`config.mk`:
```
export PLATFORM = sky130hd
export DESIGN_NAME = mux_n_1_arb
export DESIGN_NICKNAME = d
export VERILOG_FILES = /design/src/rtl/mux_n_1_arb.sv
export SDC_FILE = /design/constraint.sdc
export NUM_CORES = 1
export LEC_CHECK = 0
export CORE_MARGIN = 2
export CORE_UTILIZATION = 47
export DETAILED_ROUTE_END_ITERATION = 10
export GPL_TIMING_DRIVEN = 0
export HOLD_SLACK_MARGIN = 0.15
export MAX_ROUTING_LAYER = met4
export PLACE_DENSITY_LB_ADDON = 0.08
export RECOVER_POWER = 100
export SKIP_LAST_GASP = 1
export SLEW_MARGIN = 20
export SYNTH_ARGS = -nofsm -noshare
export SYNTH_HDL_FRONTEND = slang
export SYNTH_SLANG_ARGS = --single-unit
```
`constraint.sdc`:
```
create_clock -name clk_i -period 6.3 [get_ports clk_i]
set_input_delay 1.26 -clock clk_i [delete_from_list [all_inputs] [get_ports clk_i]]
set_output_delay 1.26 -clock clk_i [all_outputs]
set_load 0.05 [all_outputs]
```
`src/rtl/mux_n_1_arb.sv`:
```
// N-to-1 registered multiplexer with valid/ready on every channel.
// Channel choice is either an external select or round-robin among the valid inputs.
module mux_n_1_arb #(
  parameter int DATA_WIDTH = 8,
  parameter int NUM_IN     = 4,
  localparam int SEL_W     = $clog2(NUM_IN)
) (
  input  logic                         clk_i,
  input  logic                         rst_i,
  input  logic                         mode_i,
  input  logic [SEL_W-1:0]             sel_i,
  input  logic [NUM_IN*DATA_WIDTH-1:0] in_data_i,
  input  logic [NUM_IN-1:0]            in_valid_i,
  output logic [NUM_IN-1:0]            in_ready_o,
  output logic [DATA_WIDTH-1:0]        out_data_o,
  output logic [SEL_W-1:0]             out_src_o,
  output logic                         out_valid_o,
  input  logic                         out_ready_i
);

  logic [DATA_WIDTH-1:0] out_data_q, out_data_d;
  logic [SEL_W-1:0]      out_src_q,  out_src_d;
  logic                  out_valid_q, out_valid_d;
  logic [SEL_W-1:0]      rr_ptr_q,   rr_ptr_d;

  logic                  load_en;
  logic                  xfer;
  logic [NUM_IN-1:0]     grant;
  logic                  gnt_any;
  logic [SEL_W-1:0]      gnt_idx;
  logic [NUM_IN-1:0]     rr_rot;
  logic [DATA_WIDTH-1:0] gnt_data;
  int                    rr_idx;

  assign load_en = !out_valid_q || out_ready_i;

  // Valid vector rotated so bit 0 is the channel at rr_ptr; the first set bit wins.
  assign rr_rot = NUM_IN'({in_valid_i, in_valid_i} >> rr_ptr_q);

  always_comb begin
    grant   = '0;
    gnt_any = 1'b0;
    gnt_idx = '0;
    rr_idx  = 0;
    if (!mode_i) begin
      for (int i = 0; i < NUM_IN; i++) begin
        if (sel_i == SEL_W'(i) && in_valid_i[i]) begin
          grant[i] = 1'b1;
          gnt_any  = 1'b1;
          gnt_idx  = SEL_W'(i);
        end
      end
    end else begin
      for (int k = 0; k < NUM_IN; k++) begin
        if (!gnt_any && rr_rot[k]) begin
          gnt_any = 1'b1;
          rr_idx  = int'(rr_ptr_q) + k;
          if (rr_idx >= NUM_IN) rr_idx = rr_idx - NUM_IN;
        end
      end
      for (int j = 0; j < NUM_IN; j++) begin
        if (gnt_any && rr_idx == j) begin
          grant[j] = 1'b1;
          gnt_idx  = SEL_W'(j);
        end
      end
    end
  end

  always_comb begin
    gnt_data = '0;
    for (int j = 0; j < NUM_IN; j++) begin
      if (grant[j]) gnt_data = in_data_i[j*DATA_WIDTH +: DATA_WIDTH];
    end
  end

  assign in_ready_o = (rst_i || !load_en) ? '0 : grant;
  assign xfer       = !rst_i && load_en && gnt_any;

  always_comb begin
    out_data_d  = out_data_q;
    out_src_d   = out_src_q;
    out_valid_d = out_valid_q;
    rr_ptr_d    = rr_ptr_q;
    if (xfer) begin
      out_data_d  = gnt_data;
      out_src_d   = gnt_idx;
      out_valid_d = 1'b1;
      if (mode_i) begin
        rr_ptr_d = (gnt_idx == SEL_W'(NUM_IN-1)) ? '0 : gnt_idx + SEL_W'(1);
      end
    end else if (out_ready_i) begin
      out_valid_d = 1'b0;
    end
  end

  always_ff @(posedge clk_i) begin
    if (rst_i) begin
      out_data_q  <= '0;
      out_src_q   <= '0;
      out_valid_q <= 1'b0;
      rr_ptr_q    <= '0;
    end else begin
      out_data_q  <= out_data_d;
      out_src_q   <= out_src_d;
      out_valid_q <= out_valid_d;
      rr_ptr_q    <= rr_ptr_d;
    end
  end

  assign out_data_o  = out_data_q;
  assign out_src_o   = out_src_q;
  assign out_valid_o = out_valid_q;

  grant_onehot: assert property (@(posedge clk_i) disable iff (rst_i) $onehot0(grant));

endmodule

```
==> qor.yml, run 1 <==
multi_input_area_um2: 1010
synthTopCellsByCount: "nor2_1 (26), a21oi_1 (18), inv_1 (14), dfxtp_1 (13)"
overflow: 0
met3_wirelength_um: 330
yosys-top-cells-area: "dfxtp_1 (19%), nor2_1 (7.1%), a21oi_1 (6.5%)"
core_um2: 2780
cp.arrival_ns: 4.56
yosys_warnings: 0
yosysUniqueCellTypes: 49
synth_top_area_share_pct: 18.8
cts_buffer_depth: 2
drive_gt1_share_pct: 9.27
highest_layer: "met4"
wl_per_cell_um: 15.7
synth_most_common_cell: "nor2_1"
grt_pass1_vias: 1448
switching_share_pct: 40.2
fin_nets: 296
clock_latency_ns: 0.29
postCtsSetupBuffers: 0
die-area_um2: 3390
ctsHoldBuffers: 0
crit_end: "in_ready_o[0]"
p_switching_w: 0.000119
dieHeight_um: 58.2
synth_nets: 235
synthesis.instances: 188
vias: 1671
vias_per_cell: 5.99
drv_slew: 0
die_w_um: 58.2
syn-cell-area_um2: 1380
antenna_cells: 0
wirelength_um: 4370
required_ns: 5.04
hpwl_um: 3260
path_max_fanout: 10
cts_root_buf: "clkbuf_4"
port_buffers: 56
stdcell_count: 279
worstSetupPathType: "input pin to primary output"
max-slew-margin-rel_pct: 44.6
crit_start: "in_valid_i[1]"
grt_usage_pct: 27.7
ys.flop_type: "dfxtp_1"
core.rowCount: 19
timing.hold.ws_ns: 0.463
regArea_um2: 260
cts_resized: 0
ys_seq_area_share_pct: 18.8
initial_core_util_pct: 49.7
synth-seq-cells: 13
peakVddDrop_mv: 0.182
power_frac_clock_pct: 18.3
whs_path_depth: 2
async_reset_ff_share_pct: 0
numCtsBuffers: 3
rsz0062_at_grt: "no"
antenna_found_initial: 0
hold_viol: 0
fmax_mhz: 172
placed_area_um2: 1990
status: "complete, no violations"
end_kind: "primary output"
drtIter0Drc: 107
first_pass_iters: 4
reg2reg_slack_ns: 3.10
fillerInstances: 236
place_congestion: 0.866
clock_sinks: 13
critical_path.reg2reg.endpoint: "rr_ptr_q[1]$_SDFFE_PP0P_"
yosys.area.top_type: "dfxtp_1"
leakage_nw: 0.796
postLayoutCellArea_um2: 2010
pwr-share-seq_pct: 31.7
hold_class: "register to register"
ant_nets: 0
syn2layout_area_growth_pct: 45.4
grt_max_degree: 11
rr_startpoint: "rr_ptr_q[0]$_SDFFE_PP0P_"
synth_edf_count: 0
max_cap_violations: 0
fin_crit_sh_pct: 92.4
grt_pass1_wl_um: 7090
cts_tree: "done"
htreeDepth: 1
finalCriticalPeriod_ns: 5.82
r2r_cells: 9
dp_cells: 275
tns_ns: 0
start_kind: "input pin"
internal-power_w: 0.000177
worstMarginPinSlew_ns: 0.824
met1_length_um: 1970
syn_area_per_cell_um2: 7.35
fin_skew_ns: 0.00768
setup_viol_count_final: 0
drc: 0
power_density_nw_per_um2: 147
io_pins: 57
clk_pin_slew_ns: 0.09
combPwrFrac_pct: 50.0
wl_met2_um: 2050
[placed cells by master (no fill, tap or decap), types with 2 or more instances in the layout]
cell type	n
clkdlybuf4s50_1	40
nor2_1	26
a21oi_1	19
dlygate4sd3_1	16
inv_1	14
dfxtp_1	13
nor3_1	10
o21ai_0	10
o221ai_1	9
clkbuf_1	8
o311a_1	8
nand2b_1	5
nor2b_1	5
nand2_1	5
ha_1	5
buf_2	4
and2_1	3
o21a_1	3
clkbuf_4	3
or2_2	2
nand3b_1	2
or3b_2	2
a211oi_2	2
nor3b_1	2
a211oi_1	2
nor4_1	2
nand3_1	2
[registers in the layout, summed over array words and instances (netlist names)]
name / cells
out_data_o: 8
out_src_o: 2
rr_ptr_q: 2
out_valid_o: 1
[final cells by class]
cell class / instances / area share (%)
Multi-Input combinational cell: 147 / 50.0
Inverter: 14 / 2.61
Sequential cell: 13 / 12.9
Buffer: 14 / 3.30
Tap cell: 31 / 1.93
Clock buffer: 4 / 1.31
Timing Repair Buffer: 56 / 27.9
[power by group through the flow]
stage,Combinational [W],Clock (W),Sequential (W)
floorplan,0.0000685,0,0.000118
global placement,0.000148,0,0.0000956
detailed placement,0.000149,0,0.0000957
CTS,0.000150,0.0000563,0.0000940
global route,0.000159,0.0000611,0.0000945
finish,0.000148,0.0000542,0.0000938
[metal layers]
metal / GRT usage [%] / up-vias
li1: - / 826
met4: 4.98 / 0
met2: 40.9 / 72
met3: 4.69 / 4
met1: 39.9 / 769
met5: - / -
[cell families after synthesis]
| kind of cell | synth area share, % |
|---|---|
| AOI/OAI and AO/OA | 37.7 |
| adders and majority gates | 4.52 |
| buffers and inverters | 8.60 |
| DFF | 18.8 |
| muxes | 3.17 |
| and+or+nand+nor | 27.2 |
[through the flow]
stage          worst slack [ns]  total power [W]  util, %
4_1_cts                   0.537         0.000301     72.4
5_1_grt                   0.239         0.000315     72.3
3_5_place_dp              0.535         0.000245     71.5
2_1_floorplan              1.39         0.000186        -
6_report                  0.477         0.000296     72.3
3_3_place_gp              0.583         0.000243     71.3
[worst max-delay path: stages]
cell and delay [ns]:
dlygate4sd3_1 0.61, clkbuf_1 0.39, nor2_1 0.08, o21a_1 0.15
a2111oi_2 0.45, and3b_1 0.22, clkbuf_1 0.33, nor2_1 0.08
nor2_1 0.12, dlygate4sd3_1 0.87
[worst min path at each step]
stage | start | end | slack, ns
4_1_cts | out_src_o[0]$_SDFFE_PP0P_ | out_src_o[0]$_SDFFE_PP0P_ | 0.47
3_3_place_gp | out_src_o[0]$_SDFFE_PP0P_ | out_src_o[0]$_SDFFE_PP0P_ | 0.44
3_5_place_dp | out_src_o[0]$_SDFFE_PP0P_ | out_src_o[0]$_SDFFE_PP0P_ | 0.46
5_1_grt | out_src_o[0]$_SDFFE_PP0P_ | out_src_o[0]$_SDFFE_PP0P_ | 0.50
2_1_floorplan | out_src_o[0]$_SDFFE_PP0P_ | out_src_o[0]$_SDFFE_PP0P_ | 0.67
6_report | out_src_o[0]$_SDFFE_PP0P_ | out_src_o[0]$_SDFFE_PP0P_ | 0.46
No activity file was read; power rests on OpenSTA's default activity.
==> run 2, diff against run 1 <==
Settings changed: SKIP_CTS_REPAIR_TIMING set to 1.
==> results of run 2 <==
Same layout as run 1: the final DEF is identical, and so are final timing and power.
==> run 3, diff against run 2 <==
Settings changed: CORE_MARGIN 2 to 10.
==> qor.yml, run 3 (same netlist as run 1, synthesis figures left out) <==
status: "complete, no violations"
worstSetupPathType: "input pin to primary output"
port_buffers: 56
io_pins: 57
finalWorstSetupSlack_ns: 0.446
wl_per_cell_um: 16.7
fin_nets: 296
drc: 0
overflow: 0
fin_skew_ns: 0.00191
clock_latency_ns: 0.28
fin_crit_sh_pct: 92.9
largest_register_ffs: 8
wirelength_um: 4670
syn2layout_area_growth_pct: 45.7
max_cap_violations: 0
power_frac_clock_pct: 18.5
drive_gt1_share_pct: 9.68
vias_per_cell: 5.79
core.rowCount: 19
ant_nets: 0
internal-power_w: 0.000177
path_cells: "clkdlybuf4s50_1 -> buf_2 -> nor3b_1 -> a211oi_1 -> a31oi_1 -> a2111oi_2 -> and3b_1 -> clkbuf_1 -> nor2_1 -> nor2_1 -> dlygate4sd3_1"
regArea_um2: 260
tns_ns: 0
worstMarginPinSlew_ns: 0.741
cp.arrival_ns: 4.59
required_ns: 5.04
place_ws_ns: 0.551
mostFrequentLayoutCells: "clkdlybuf4s50_1 (40), nor2_1 (26), a21oi_1 (18), dlygate4sd3_1 (16), inv_1 (14)"
antenna_cells: 0
layout_commonest_cell: "clkdlybuf4s50_1"
drv_slew: 0
vias: 1615
slowest_delay_ns: 0.88
leakage_nw: 0.797
cts_buffer_depth: 2
setup_viol_count_final: 0
cts_root_buf: "clkbuf_4"
slowest_stage: "dlygate4sd3_1"
path_max_fanout: 10
finalCriticalPeriod_ns: 5.85
end_kind: "primary output"
power_density_nw_per_um2: 147
stdcell_count: 279
cp_common_cell: "nor2_1"
first_pass_iters: 4
htreeDepth: 1
hold_class: "register to register"
clock_sinks: 13
fillerInstances: 235
max-slew-margin-rel_pct: 50.2
initial_core_util_pct: 49.7
finalPower_w: 0.000297
combPwrFrac_pct: 50.0
fmax_mhz: 171
cts_tree: "done"
antenna_found_initial: 0
dieHeight_um: 74.2
hold_viol: 0
die-area_um2: 5510
p_switching_w: 0.000119
start_kind: "input pin"
multi_input_area_um2: 1010
pwr-share-seq_pct: 31.6
drtIter0Drc: 142
grt_usage_pct: 17.1
die_w_um: 74.2
switching_share_pct: 40.2
numCtsBuffers: 3
core_um2: 2780
hpwl_um: 3630
grt_pass1_wl_um: 7400
peakVddDrop_mv: 0.139
dp_cells: 275
clk_pin_slew_ns: 0.08
final_util_pct: 72.4
grt_pass1_vias: 1515
grt_max_degree: 11
rsz0062_at_grt: "no"
place_congestion: 0.883
-- run 3: worst max-delay path, delay by kind of cell --
kind / cells / cell delay (ns)
buffers and inverters: 4 / 1.98
and+or+nand+nor: 4 / 0.49
AOI/OAI and AO/OA: 3 / 0.87
-- run 3: area by class of cell --
type                            count  area share, %
Multi-Input combinational cell    147           50.1
Inverter                           14           2.61
Sequential cell                    13           12.9
Tap cell                           31           1.93
Clock buffer                        4           1.30
Buffer                             14           3.29
Timing Repair Buffer               56           27.8
-- run 3: layer usage --
| metal | up-vias | GRT usage (%) | wire length, µm |
|---|---|---|---|
| li1 | 824 | - | - |
| met1 | 726 | 21.6 | 2090 |
| met2 | 61 | 25.9 | 2140 |
| met3 | 4 | 5.72 | 411 |
| met4 | 0 | 3.25 | 21 |
| met5 | - | - | 0 |
-- run 3: power by group through the flow --
stage                     registers (W)  clock network (W)  logic [W]
after CTS                     0.0000939          0.0000550   0.000151
after floorplan                0.000118                  0  0.0000685
after global placement        0.0000954                  0   0.000149
final                         0.0000936          0.0000547   0.000148
after global routing          0.0000943          0.0000587   0.000160
after detailed placement      0.0000957                  0   0.000150
-- run 3: worst paths after layout --
| check | endpoint | from | slack [ns] | cells past startpoint |
|---|---|---|---|---|
| max | in_ready_o[0] | in_valid_i[2] | 0.45 | 11 |
| min | out_src_o[0]$_SDFFE_PP0P_ | out_src_o[0]$_SDFFE_PP0P_ | 0.46 | 2 |
| max reg2reg | out_data_o[6]$_SDFFE_PP0P_ | rr_ptr_q[0]$_SDFFE_PP0P_ | 3.33 | 10 |
| min reg2reg | out_src_o[0]$_SDFFE_PP0P_ | out_src_o[0]$_SDFFE_PP0P_ | 0.46 | 2 |
-- run 3: through the flow --
stage          hold slack [ns]  instance area (µm²)
2_1_floorplan            0.671                 1380
3_3_place_gp             0.442                 1980
3_5_place_dp             0.455                 1990
4_1_cts                  0.467                 2010
5_1_grt                  0.491                 2010
6_report                 0.459                 2010
